`src/rtl/addsub_arb_ctrl_pkg.sv`:
```
// addsub_arb_ctrl_pkg
//   Shared definitions for the two-requester add/subtract controller:
//   datapath width, op encoding, FSM state encoding, the captured
//   request record and the round-robin pick helper.
//   Optional build macro used by the consumers: ADDSUB_ARB_OVF_EN.
package addsub_arb_ctrl_pkg;

  localparam int   DW     = 4;
  localparam logic OP_ADD = 1'b0;
  localparam logic OP_SUB = 1'b1;

  typedef enum logic [1:0] {
    ST_IDLE = 2'd0,
    ST_EXEC = 2'd1,
    ST_DONE = 2'd2
  } state_t;

  // operands latched in the grant cycle
  typedef struct packed {
    logic          op;
    logic [DW-1:0] a;
    logic [DW-1:0] b;
  } opreq_t;

  // Winner index: a lone requester wins, a tie goes to the priority holder.
  function automatic logic arb_pick(input logic r0, input logic r1, input logic prio);
    if (r0 && r1) return prio;
    return r1;
  endfunction

endpackage

```
`src/rtl/addsub4_core.sv`:
```
// addsub4_core
//   Combinational ripple add/subtract: s = a + (b ^ {sub}) + sub.
//   Ports: a, b   - operands (DW bits)
//          sub    - 0 add, 1 subtract (a - b)
//          s      - sum/difference, wraps modulo 2**DW
//          cout   - carry out; on subtract 1 means no borrow
module addsub4_core
  import addsub_arb_ctrl_pkg::*;
(
  input  logic [DW-1:0] a,
  input  logic [DW-1:0] b,
  input  logic          sub,
  output logic [DW-1:0] s,
  output logic          cout
);

  logic [DW:0]   c;
  logic [DW-1:0] bx;

  assign bx   = b ^ {DW{sub}};
  assign c[0] = sub;

  generate
    for (genvar i = 0; i < DW; i++) begin : g_fa
      assign s[i]   = a[i] ^ bx[i] ^ c[i];
      assign c[i+1] = (a[i] & bx[i]) | (c[i] & (a[i] ^ bx[i]));
    end
  endgenerate

  assign cout = c[DW];

endmodule

```
`src/rtl/addsub_arb_ctrl.sv`:
```
// addsub_arb_ctrl
//   Round-robin arbiter between two requesters sharing one 4-bit
//   add/subtract unit. IDLE grants and captures operands, EXEC
//   registers the result, DONE pulses done for the granted requester.
//   Ports: clk, rst_n (sync, active low)
//          req0/1, op0/1, a0/b0, a1/b1   - requester inputs
//          gnt0/1  - operands captured this cycle (one-cycle pulse)
//          done0/1 - result/cout valid for that requester (one-cycle pulse)
//          result, cout - registered, held until the next EXEC
//          busy    - transaction in flight (includes the grant cycle)
//          ovf     - signed overflow, only with ADDSUB_ARB_OVF_EN defined
//   Parameter RR_INIT: requester holding priority after reset.
module addsub_arb_ctrl
  import addsub_arb_ctrl_pkg::*;
#(
  parameter bit RR_INIT = 1'b0
) (
  input  logic          clk,
  input  logic          rst_n,
  input  logic          req0,
  input  logic          req1,
  input  logic          op0,
  input  logic          op1,
  input  logic [DW-1:0] a0,
  input  logic [DW-1:0] b0,
  input  logic [DW-1:0] a1,
  input  logic [DW-1:0] b1,
  output logic          gnt0,
  output logic          gnt1,
  output logic          done0,
  output logic          done1,
  output logic [DW-1:0] result,
  output logic          cout,
  output logic          busy
`ifdef ADDSUB_ARB_OVF_EN
  ,
  output logic          ovf
`endif
);

  state_t        state, nstate;
  logic          prio;
  logic          gid;
  opreq_t        cap;
  logic          any_req;
  logic          win;
  logic [DW-1:0] sum;
  logic          co;

  assign any_req = req0 | req1;
  assign win     = arb_pick(req0, req1, prio);

  addsub4_core u_core (
    .a    (cap.a),
    .b    (cap.b),
    .sub  (cap.op),
    .s    (sum),
    .cout (co)
  );

  // state register
  always_ff @(posedge clk) begin
    if (!rst_n) state <= ST_IDLE;
    else        state <= nstate;
  end

  // next state
  always_comb begin
    nstate = state;
    case (state)
      ST_IDLE: if (any_req) nstate = ST_EXEC;
      ST_EXEC: nstate = ST_DONE;
      ST_DONE: nstate = ST_IDLE;
      default: nstate = ST_IDLE;
    endcase
  end

  // capture, result and priority registers
  always_ff @(posedge clk) begin
    if (!rst_n) begin
      prio   <= RR_INIT;
      gid    <= 1'b0;
      cap    <= '0;
      result <= '0;
      cout   <= 1'b0;
    end else begin
      if (state == ST_IDLE && any_req) begin
        cap <= win ? {op1, a1, b1} : {op0, a0, b0};
        gid <= win;
      end
      if (state == ST_EXEC) begin
        result <= sum;
        cout   <= co;
      end
      // priority always moves away from whoever just finished
      if (state == ST_DONE) prio <= ~gid;
    end
  end

`ifdef ADDSUB_ARB_OVF_EN
  // carry into the MSB is recovered from the MSB sum bit of the operands
  logic c_msb;
  assign c_msb = cap.a[DW-1] ^ cap.b[DW-1] ^ cap.op ^ sum[DW-1];

  always_ff @(posedge clk) begin
    if (!rst_n)                ovf <= 1'b0;
    else if (state == ST_EXEC) ovf <= c_msb ^ co;
  end
`endif

  // Outputs are gated by rst_n so nothing pulses while reset is applied,
  // which also swallows a done that would coincide with reset.
  // busy covers the grant cycle so a transaction reads busy from gnt to done.
  always_comb begin
    gnt0  = 1'b0;
    gnt1  = 1'b0;
    done0 = 1'b0;
    done1 = 1'b0;
    busy  = 1'b0;
    if (rst_n) begin
      case (state)
        ST_IDLE: begin
          gnt0 = any_req & ~win;
          gnt1 = any_req &  win;
          busy = any_req;
        end
        ST_EXEC: busy = 1'b1;
        ST_DONE: begin
          busy  = 1'b1;
          done0 = ~gid;
          done1 =  gid;
        end
        default: ;
      endcase
    end
  end

endmodule
```
`config.mk`:
```
export PLATFORM = sky130hd
export DESIGN_NAME = addsub_arb_ctrl
export DESIGN_NICKNAME = d
export VERILOG_FILES = /design/src/rtl/addsub_arb_ctrl_pkg.sv /design/src/rtl/addsub4_core.sv /design/src/rtl/addsub_arb_ctrl.sv
export SDC_FILE = /design/constraint.sdc
export NUM_CORES = 1
export LEC_CHECK = 0
export CAP_MARGIN = 25
export CORE_UTILIZATION = 49
export CTS_CLUSTER_SIZE = 30
export DETAILED_ROUTE_END_ITERATION = 6
export HOLD_SLACK_MARGIN = 0.03
export PLACE_DENSITY_LB_ADDON = 0.05
export SYNTH_ARGS = -nofsm -noshare
export SYNTH_HDL_FRONTEND = slang
export SYNTH_SLANG_ARGS = --single-unit
```
`constraint.sdc`:
```
create_clock -name clk -period 4.2 [get_ports clk]
set_clock_uncertainty 0.2 [all_clocks]
set_input_delay 0.42 -clock clk [delete_from_list [all_inputs] [get_ports clk]]
set_output_delay 0.42 -clock clk [all_outputs]
set_load 0.005 [all_outputs]
```
==> results.md <==
* Final hold slack at 0.297 ns
* Cell Area, Synth at 1040 µm²
* Slowest cell delay on critical path at 0.98 ns
* Dpl cell area at 1360 µm²
* Total gr overflow at 0
* Total track usage at 0.205
* Tcrit/Tclk final at 0.705
* Port bufs at 31
* Utilization after layout at 0.697
* Initial core utilization at 0.524
* Post-DP HPWL at 1510 µm
* Die ar. at 2310 µm²
* Critical Path AT at 2.34 ns
* Achievable frequency at 338 MHz
* CP dominant cell by count: clkdlybuf4s50_1
* Antenna cell count at 0
* CP Depth at 4
* Avg WL per Cell at 11.9 µm
* Iteration-0 DRC Markers at 14
* Pre-CTS setup slack at 1.23 ns
* Final std cells w/o fill at 162
* CP max FO at 23
* Initial antenna violation count at 0
* Worst-path clk slew at 0.09 ns
* Max IR drop VDD at 0.203 mV
* Top_reg_cell synth: dfxtp_1
* CTS tree: yes
* Final net count at 168
* #FFs+latches synth at 18
* Clock root cell: clkbuf_4
* Resize count post-CTS at 0
* Min Tclk post-route at 2.96 ns
* CTS Sinks at 18
* WP buf/inv at 2
* Largest net degree at the start of global routing at 24
* IO Pins at 32
* Path depth of the worst reg2reg path at 8
* Setup TNS at 0 ns
* Syn_area_per_cell at 9.80 µm²
* Status: complete, no violations
* Synthesized instance count at 106
* Synthesis Warnings at 0
* Synth area leader: dfxtp_1
* Die Width at 48.0 µm
* Final setup violation count at 0
* Kind of critical path: in2out
* Vias in the first global route at 784
* Final Cell Area at 1380 µm²
* Synth-to-Final Area Change at 33.0%
* Dpl cells at 159
* Final hold vios at 0
* Die Ht at 48.0 µm
* Startpoint class of the critical path: input port
* H-tree depth at 1
* Max clock buf depth at 2
* CP cell instances: clkdlybuf4s50_1, o211ai_4, a21oi_1, clkdlybuf4s50_1
* Type of the most critical hold path: reg2reg
* Distinct cells, synth at 28
* Placeable Area at 1980 µm²
* FFs w/ async S/R, synth at 0
* Routed vias at 830
* # fillers at 156
* Final Slew Violations at 0
* Register area share after synthesis at 0.347
* Routability cong. at 0.777
* Layout cells sized above 1 at 0.0667
* Worst Tran Pin Value at 0.780 ns
* Total CTS buffers at 3
* Top post-synthesis cells by area: dfxtp_1, o221a_1, nand2_1
* Seq. cell area at 360 µm²
* Post-CTS Hold Buffers at 0
* RSZ-0062 raised after global routing: false
* PnR worst setup slack at 1.24 ns
* Clk Latency, worst-skew pair at 0.28 ns
* Yosys top cell area share at 0.347
* Maxcap violations at 0
* Cell family with most CP delay: buffers and inverters
* Multi-input gate area at 628 µm²
* Post-CTS Setup Inserts at 0
* First-pass GRT wire length at 3240 µm
* Rows at 16
* PD cells at 355 nW/µm²
* Vias per cell at 5.12
* Antenna Nets Post-Route at 0
* Syn_nets at 137
* Hold path depth at 1
* Pwr Total at 490 µW
* Lkg Pwr at 0.578 nW
* Post-Route WL at 1930 µm
* Slew HR at 0.478
* Post-route DRC at 0
* Post-synth EDFFs at 0
* Pre-antenna DRT Iters at 4
* Slowest CP cell: clkdlybuf4s50_1
* Required @ worst endpoint at 3.58 ns
* Setup crit end kind: primary output
[metal layers]
layer,vias up,wire length [µm],track usage
met2,16,1000,0.330
li1,424,-,-
met4,0,12,0.0833
met3,2,51,0.0340
met1,388,861,0.274
met5,-,0,0
[synth_stat cells (2+ instances only)]
library cell and instances:
ha_1 6, mux2i_1 6, fa_1 3, nor2b_1 5
o221a_1 8, clkbuf_1 3, inv_1 7, o211a_1 2
xor2_1 2, dfxtp_1 18, and3_1 2, xnor2_1 2
nand3_4 2, and2_1 2, nand3_1 2, nand4_1 2
nand2_1 22, a21oi_1 2
[report_power, final]
group / switching (mW) / internal (mW) / leakage [nW]
Combinational: 0.0825 / 0.104 / 0.416
Sequential: 0.0225 / 0.200 / 0.149
Clock: 0.0478 / 0.0332 / 0.0138
[layout make-up]
type                       count  share of cell area
clock buffer                   3              0.0163
inverter                       7              0.0190
multi-input combinational     76               0.455
sequential                    18               0.261
tap                           27              0.0245
timing repair buffer          31               0.225
[placed cells by master, fill, tap and decap left out, types with 3 or more instances in the layout]
cell type,instances
fa_1,3
ha_1,6
clkbuf_4,3
clkdlybuf4s50_1,31
nand2_1,22
dfxtp_1,18
mux2i_1,6
nor2b_1,5
o221a_1,8
inv_1,7
[path summary, 6_finish.rpt]
kind	from	endpoint	slack, ns
setup reg to reg	cap[0]	result[3]	1.87
hold / removal	result[0]	result[0]	0.30
hold reg to reg	result[0]	result[0]	0.30
setup / recovery	rst_n	gnt0	1.24
[registers in the layout (all words and copies together), names as in the netlist]
register	cells
cout	1
prio	1
cap	9
state	2
result	4
gid	1
[worst register-to-register path, stage by stage (launching register included)]
cell     delay, ns
dfxtp_1       0.39
mux2_2        0.36
fa_1          0.36
inv_1         0.07
fa_1          0.16
inv_1         0.05
fa_1          0.45
mux2i_1       0.14
nor2b_1       0.05
[cell families after synthesis]
logic type,after synthesis,share of synthesized area
AOI/OAI and AO/OA,15,0.148
and+or+nand+nor,41,0.224
buffers and inverters,12,0.0482
xor gates and xnor gates,4,0.0337
muxes,7,0.0687
DFF,18,0.347
adders and majority gates,9,0.130
(Power assumes the default switching activity.)
